## config.mk

```make
export PLATFORM = sky130hd
export DESIGN_NAME = pc_sequencer
export DESIGN_NICKNAME = d
export VERILOG_FILES = /design/src/rtl/pc_sequencer.sv
export SDC_FILE = /design/constraint.sdc
export NUM_CORES = 1
export LEC_CHECK = 0
export CORE_AREA = 3 3 180 182
export CTS_BUF_LIST = sky130_fd_sc_hd__clkbuf_8
export CTS_CLUSTER_DIAMETER = 60
export CTS_CLUSTER_SIZE = 30
export DETAILED_ROUTE_END_ITERATION = 10
export DIE_AREA = 0 0 183 185
export DONT_BUFFER_PORTS = 1
export GPL_TIMING_DRIVEN = 0
export PLACE_DENSITY = 0.54
export SLEW_MARGIN = 20
export SYNTH_ARGS = -nofsm -noshare
export SYNTH_HDL_FRONTEND = slang
export SYNTH_SLANG_ARGS = --single-unit
export TNS_END_PERCENT = 30
```

## constraint.sdc

```tcl
create_clock -name clock -period 2.3 [get_ports clock]
set_input_delay 0.115 -clock clock [delete_from_list [all_inputs] [get_ports clock]]
set_output_delay 0.115 -clock clock [all_outputs]
set_load 0.05 [all_outputs]
```

## src/rtl/pc_sequencer.sv

```systemverilog
// Program-counter sequencer: issues fetches at the PC, buffers the returned
// instruction for decode and decides when and where the PC is written.
module pc_sequencer #(
    parameter int XLEN = 64,
    parameter int ILEN = 32,
    parameter int STEP = 4
) (
    input  logic            clock,
    input  logic            reset,
    input  logic [XLEN-1:0] pc_value,
    output logic            pc_wen,
    output logic [XLEN-1:0] pc_wdata,
    output logic            if_req_valid,
    output logic [XLEN-1:0] if_req_addr,
    input  logic            if_req_ready,
    input  logic            if_resp_valid,
    input  logic [ILEN-1:0] if_resp_inst,
    output logic            inst_valid,
    output logic [ILEN-1:0] inst,
    output logic [XLEN-1:0] inst_pc,
    input  logic            inst_ready,
    input  logic            redir_valid,
    input  logic [XLEN-1:0] redir_target,
    input  logic            trap_valid,
    input  logic [XLEN-1:0] trap_target,
    input  logic            halt,
    output logic            halted
);

    typedef enum logic [1:0] {
        S_FETCH   = 2'd0,
        S_WAIT    = 2'd1,
        S_DELIVER = 2'd2,
        S_HALT    = 2'd3
    } state_t;

    state_t            state_q, state_d;
    logic              pend_valid_q, pend_valid_d;
    logic [XLEN-1:0]   pend_target_q, pend_target_d;
    logic [ILEN-1:0]   inst_q, inst_d;
    logic [XLEN-1:0]   inst_pc_q, inst_pc_d;

    logic              redirect;
    logic [XLEN-1:0]   sel_target;
    logic [XLEN-1:0]   wr_target;

    // Trap/mret outranks an ordinary branch/jump redirect.
    assign redirect   = trap_valid | redir_valid;
    assign sel_target = trap_valid ? trap_target : redir_target;

    always_ff @(posedge clock) begin
        if (reset) begin
            state_q       <= S_FETCH;
            pend_valid_q  <= 1'b0;
            pend_target_q <= '0;
            inst_q        <= '0;
            inst_pc_q     <= '0;
        end else begin
            state_q       <= state_d;
            pend_valid_q  <= pend_valid_d;
            pend_target_q <= pend_target_d;
            inst_q        <= inst_d;
            inst_pc_q     <= inst_pc_d;
        end
    end

    always_comb begin
        state_d       = state_q;
        pend_valid_d  = pend_valid_q;
        pend_target_d = pend_target_q;
        inst_d        = inst_q;
        inst_pc_d     = inst_pc_q;
        case (state_q)
            S_FETCH: begin
                if (halt) begin
                    state_d = S_HALT;
                end else if (!redirect && if_req_ready) begin
                    state_d   = S_WAIT;
                    inst_pc_d = pc_value;
                end
            end
            S_WAIT: begin
                if (halt) begin
                    state_d      = S_HALT;
                    pend_valid_d = 1'b0;
                end else if (if_resp_valid) begin
                    pend_valid_d = 1'b0;
                    if (pend_valid_q || redirect) begin
                        state_d = S_FETCH;
                    end else begin
                        state_d = S_DELIVER;
                        inst_d  = if_resp_inst;
                    end
                end else if (redirect) begin
                    // Latest redirect wins while the fetch is still in flight.
                    pend_valid_d  = 1'b1;
                    pend_target_d = sel_target;
                end
            end
            S_DELIVER: begin
                if (halt) begin
                    state_d = S_HALT;
                end else if (redirect || inst_ready) begin
                    state_d = S_FETCH;
                end
            end
            default: state_d = S_HALT;
        endcase
    end

    always_comb begin
        pc_wen       = 1'b0;
        wr_target    = '0;
        if_req_valid = 1'b0;
        if_req_addr  = '0;
        inst_valid   = 1'b0;
        inst         = '0;
        inst_pc      = '0;
        halted       = 1'b0;
        if (!reset) begin
            if (state_q == S_HALT) begin
                halted = 1'b1;
            end else begin
                if_req_addr = pc_value;
                inst        = inst_q;
                inst_pc     = inst_pc_q;
            end
            case (state_q)
                S_FETCH: begin
                    if (!halt) begin
                        if (redirect) begin
                            pc_wen    = 1'b1;
                            wr_target = sel_target;
                        end else begin
                            if_req_valid = 1'b1;
                        end
                    end
                end
                S_WAIT: begin
                    if (!halt && if_resp_valid && (pend_valid_q || redirect)) begin
                        pc_wen    = 1'b1;
                        wr_target = redirect ? sel_target : pend_target_q;
                    end
                end
                S_DELIVER: begin
                    // A squashed instruction never presents valid, so no handshake occurs.
                    inst_valid = !halt && !redirect;
                    if (!halt) begin
                        if (redirect) begin
                            pc_wen    = 1'b1;
                            wr_target = sel_target;
                        end else if (inst_ready) begin
                            pc_wen    = 1'b1;
                            wr_target = inst_pc_q + XLEN'(STEP);
                        end
                    end
                end
                default: ;
            endcase
        end
    end

    assign pc_wdata = wr_target & ~XLEN'(3);

endmodule

```

# == Word level (Yosys, flattened, before mapping) ==
# Cells that the tools add are included.
# classes
add_sub_neg,1
n_eq_ne,6
mux,43
bitwise,4
reduce_logical,15
# op_table
op,n
two-way mux 64 bit,13
one-hot mux 64 bit (3 select lines),1
adder 64 x 3 -> 64 bit (second input constant),1
two-way mux 32 bit,2
two-way mux 1 bit,18
two-way mux 2 bit,7
!= test 3 bit (second input constant),3
AND reduction 3 bit,3
one-hot mux 2 bit (3 select lines),1
== test 2 bit (second input constant),2
logical AND 1 bit,4
AND reduction 4 bit,1
NOT 1 bit,3
one-hot mux 1 bit (3 select lines),1
nonzero test 3 bit,1
== test 2 x 1 -> 1 bit (second input constant),1
zero test 1 bit,2
zero test 2 bit,1
logical OR 1 bit,2
AND reduction 2 bit,1
OR 1 bit,1
# word_totals
register_bits,163
in_bits,232
output_inout_bits,228
wordCells,74

# == Longest topological paths before layout ==
# logic_depth
word_depth,6
ltp_mapped,9
depth_no_buf,7

# == Worst setup path after synthesis ==
# OpenSTA, ideal clock, no wires.
# synth_path
path_type,register -> output
startpoint,reg inst_pc_q[2]
endpoint,out pc_wdata[52]
arrival_ps,3079
t_required_ps,2185
slack_ps,-894
stages_incl_launch_ff,8
n_path_buf,0
cell_sequence,dfxtp_1 ha_1 nand4_1 nor4_1 nand4_1 xnor2_1 a221oi_1 a211oi_1
# synth_via
elab_chain_cells,6
# synth_lines
item,line,rtl
from (decl),41,"logic [XLEN-1:0] inst_pc_q, inst_pc_d;"
from (signal assigned),63,inst_pc_q <= inst_pc_d;
adder 64 x 3 -> 64 bit,154,wr_target = inst_pc_q + XLEN'(STEP);
two-way mux 64 bit,152,end else if (inst_ready) begin
two-way mux 64 bit,149,if (redirect) begin
two-way mux 64 bit,148,if (!halt) begin
one-hot mux 64 bit (3 select lines),128,case (state_q)
two-way mux 64 bit,120,if (!reset) begin
to (decl),12,"output logic [XLEN-1:0] pc_wdata,"
# No other way between the ends.

# == Worst setup path in the final report ==
# layout_path
startpoint,reg inst_pc_q[27]
endpoint,out pc_wdata[46]
# Same word-level chain as after synthesis.

==> flow_metrics.env <==
export IMPL_die_y_um=185
export IMPL_clockBufferDepth=2
export IMPL_synth_area_mm2=0.0104
export IMPL_synthFlopType="dfxtp_1"
export IMPL_slowest_delay_ns=0.58
export IMPL_clock_power_share=0.309
export IMPL_synth_area_leader_cell="dfxtp_1"
export IMPL_die_width_um=183
export IMPL_globalplace_congestion=0.898
export IMPL_hold_violations=0
export IMPL_violations="negative setup slack"
export IMPL_floorplan_die_area_mm2=0.0339
export IMPL_drtIter0Drc=1321
export IMPL_synth_edf_count=0
export IMPL_routedWlPerCell_um=26.3
export IMPL_status="finished, violations left"
export IMPL_drv_slew=0
export IMPL_ys_seq_elements=161
export IMPL_crit_required_ns=2.18
export IMPL_fin_crit_ns=3.16
export IMPL_cp_cell_sequence="and3_1, nand3_1, or4b_4, buf_12, buf_8, nor3_4, xnor2_2, o32ai_4"
export IMPL_std_cell_rows=64
export IMPL_antenna_found_initial=2
export IMPL_portBuffers=0
export IMPL_crit_arrival_ns=3.05
export IMPL_start_util=0.338
export IMPL_synthTopCellsByArea="dfxtp_1, and2_1, a21oi_1"
export IMPL_cts_buffers=17
export IMPL_yosysWarnings=0
export IMPL_drive_gt1_frac=0.339
export IMPL_setup_viol=69
export IMPL_p_per_area_mw_per_mm2=420
export IMPL_drt_wl_total_um=57800
export IMPL_ioPinCount=460
export IMPL_worst_slew_pin_transition_ns=0.839
export IMPL_post_route_period_util=1.38
export IMPL_fin_cells=2198
export IMPL_p_leak_nw=5.79
export IMPL_dp_slack_ns=-1.17
export IMPL_power_switching_mw=2.62
export IMPL_first_pass_iters=5
export IMPL_sw_frac_of_total=0.371
export IMPL_setup_ws_ns=-0.865
export IMPL_p_int_mw=4.45
export IMPL_vias=13239
export IMPL_clk_pin_slew_ns=0.10
export IMPL_final_nets=2020
export IMPL_pwr_share_comb=0.283
export IMPL_hold_slack_ns=0.0235
export IMPL_hp_class="input pin to register"
export IMPL_antenna_left=0
export IMPL_grt_max_degree=17
export IMPL_skew_ns=0.0202
export IMPL_netlist_area_leader_share=0.310
export IMPL_grt_setup_unrepaired="true"
export IMPL_slowest_stage="o32ai_4"
export IMPL_postLayoutCoreUtil=0.547
export IMPL_fmax_mhz=316
export IMPL_grt_pass1_wl_um=82200
export IMPL_finalPower_mw=7.07
export IMPL_fin_setup_tns_ns=-33.49
export IMPL_final_common_cell="nand2_1"
export IMPL_ir_drop_v=0.000337
export IMPL_gr_total_overflow=0
export IMPL_grt_usage=0.320
export IMPL_async_reset_ff_frac=0
export IMPL_core_area_mm2=0.0307
export IMPL_cts_root_buf="clkbuf_8"
export IMPL_fin_area_mm2=0.0168
export IMPL_critical_path_class="register to output port"
export IMPL_htree_levels=4
export IMPL_cts_tree="done"
export IMPL_netlist_instances=1490
export IMPL_syn_to_final_growth_pct=61.6
export IMPL_dp_cells=1888
export IMPL_dpl_hpwl_um=40700
export IMPL_drv_cap=0
export IMPL_critPathMaxFanout=6
export IMPL_cts_sinks=161
export IMPL_routed_via_density=6.02
export IMPL_grt_pass1_vias=12815
export IMPL_place_area_mm2=0.0115
export IMPL_worstSetupStartpointType="register"
export IMPL_critPathCaptureType="output port"
export IMPL_drc=0
export IMPL_final_cell_mix="nand2_1, dlygate4sd3_1, a21oi_1"
export IMPL_power_frac_seq=0.408
export IMPL_postSynthAreaPerCell_um2=6.98
export IMPL_relSlewSlack=0.441
export IMPL_synth_cell_types=55
export IMPL_clkLatencyLatePin_ns=0.48
export IMPL_ys_seq_area_frac=0.310
cell usage after synthesis (25+ instances only):
master    count
clkbuf_1    115
nand2_1     238
nor2_1      156
and2_1      156
o22ai_1      34
a22oi_1      51
a21oi_1     181
nand3_1      25
dfxtp_1     161
a211oi_1     37
o21ai_0      44
nand4_1      32
state kept, by name (all words and copies together) (netlist names):
register / cells
inst_pc_q: 64
pend_target_q: 62
inst_q: 32
state_q: 2
pend_valid_q: 1
area by class of cell:
class,instances,area (um2)
Fill cell,2764,13900
Multi-Input combinational cell,1189,8940
Sequential cell,161,3320
Timing Repair Buffer,283,2780
Buffer,126,866
Tap cell,396,495
Clock buffer,18,248
Clock inverter,14,133
Inverter,9,33.8
Antenna cell,2,5.00
path summary, 6_finish.rpt:
path | startpoint | cells past startpoint | endpoint | slack [ns]
worst max-delay path | inst_pc_q[27] | 8 | pc_wdata[46] | -0.86
worst min-delay path | trap_target[50] | 3 | pend_target_q[50] | 0.02
worst max register to register | state_q[1] | 9 | pend_target_q[31] | -0.01
worst min register to register | inst_q[1] | 2 | inst_q[1] | 0.46
power groups by stage:
| stage | logic, mW | registers (mW) | clock network [mW] |
|---|---|---|---|
| floorplan | 1.05 | 2.93 | 0 |
| global placement | 1.34 | 2.95 | 0 |
| detailed placement | 1.34 | 2.95 | 0 |
| CTS | 1.90 | 2.88 | 2.19 |
| global route | 2.08 | 2.89 | 2.31 |
| finish | 2.00 | 2.88 | 2.19 |
cell families (layout without fill, tap and decap cells):
group,Yosys count,in the layout,synth area share
AND/OR/NAND/NOR,701,701,0.328
AO/OA/AOI/OAI,443,443,0.273
flip-flops,161,161,0.310
buffers and inverters,141,450,0.0528
XOR/XNOR,42,42,0.0353
adder cells (fa/ha/maj),1,1,0.00120
other,1,4,0.000360
critical path, delay by kind of cell, from the launching register on:
family,cells,cell delay [ns]
flops,1,0.42
xor+xnor,1,0.10
buf+inv,2,0.30
simple gates,4,1.15
compound gates,1,0.58
layer usage:
| metal | wire [um] | GRT usage | up-vias | part of all wire |
|---|---|---|---|---|
| li1 | - | - | 5862 | - |
| met1 | 22700 | 0.389 | 6410 | 0.39 |
| met2 | 27000 | 0.539 | 805 | 0.47 |
| met3 | 5270 | 0.0839 | 162 | 0.091 |
| met4 | 2840 | 0.133 | 0 | 0.049 |
| met5 | 0 | 0 | - | 0 |
repair_timing:
| action | 4_1_cts | 5_1_grt |
|---|---|---|
| hold endpoints to repair | 148 | 0 |
| gates resized for setup | 507 | 280 |
| pin swaps | 103 | 74 |
| setup buffers | 79 | 17 |
| setup endpoints to repair | 377 | 347 |
| cloned | 2 | 0 |
| hold buffers | 185 | 0 |
Note: power is estimated with default switching activity, not from simulation.
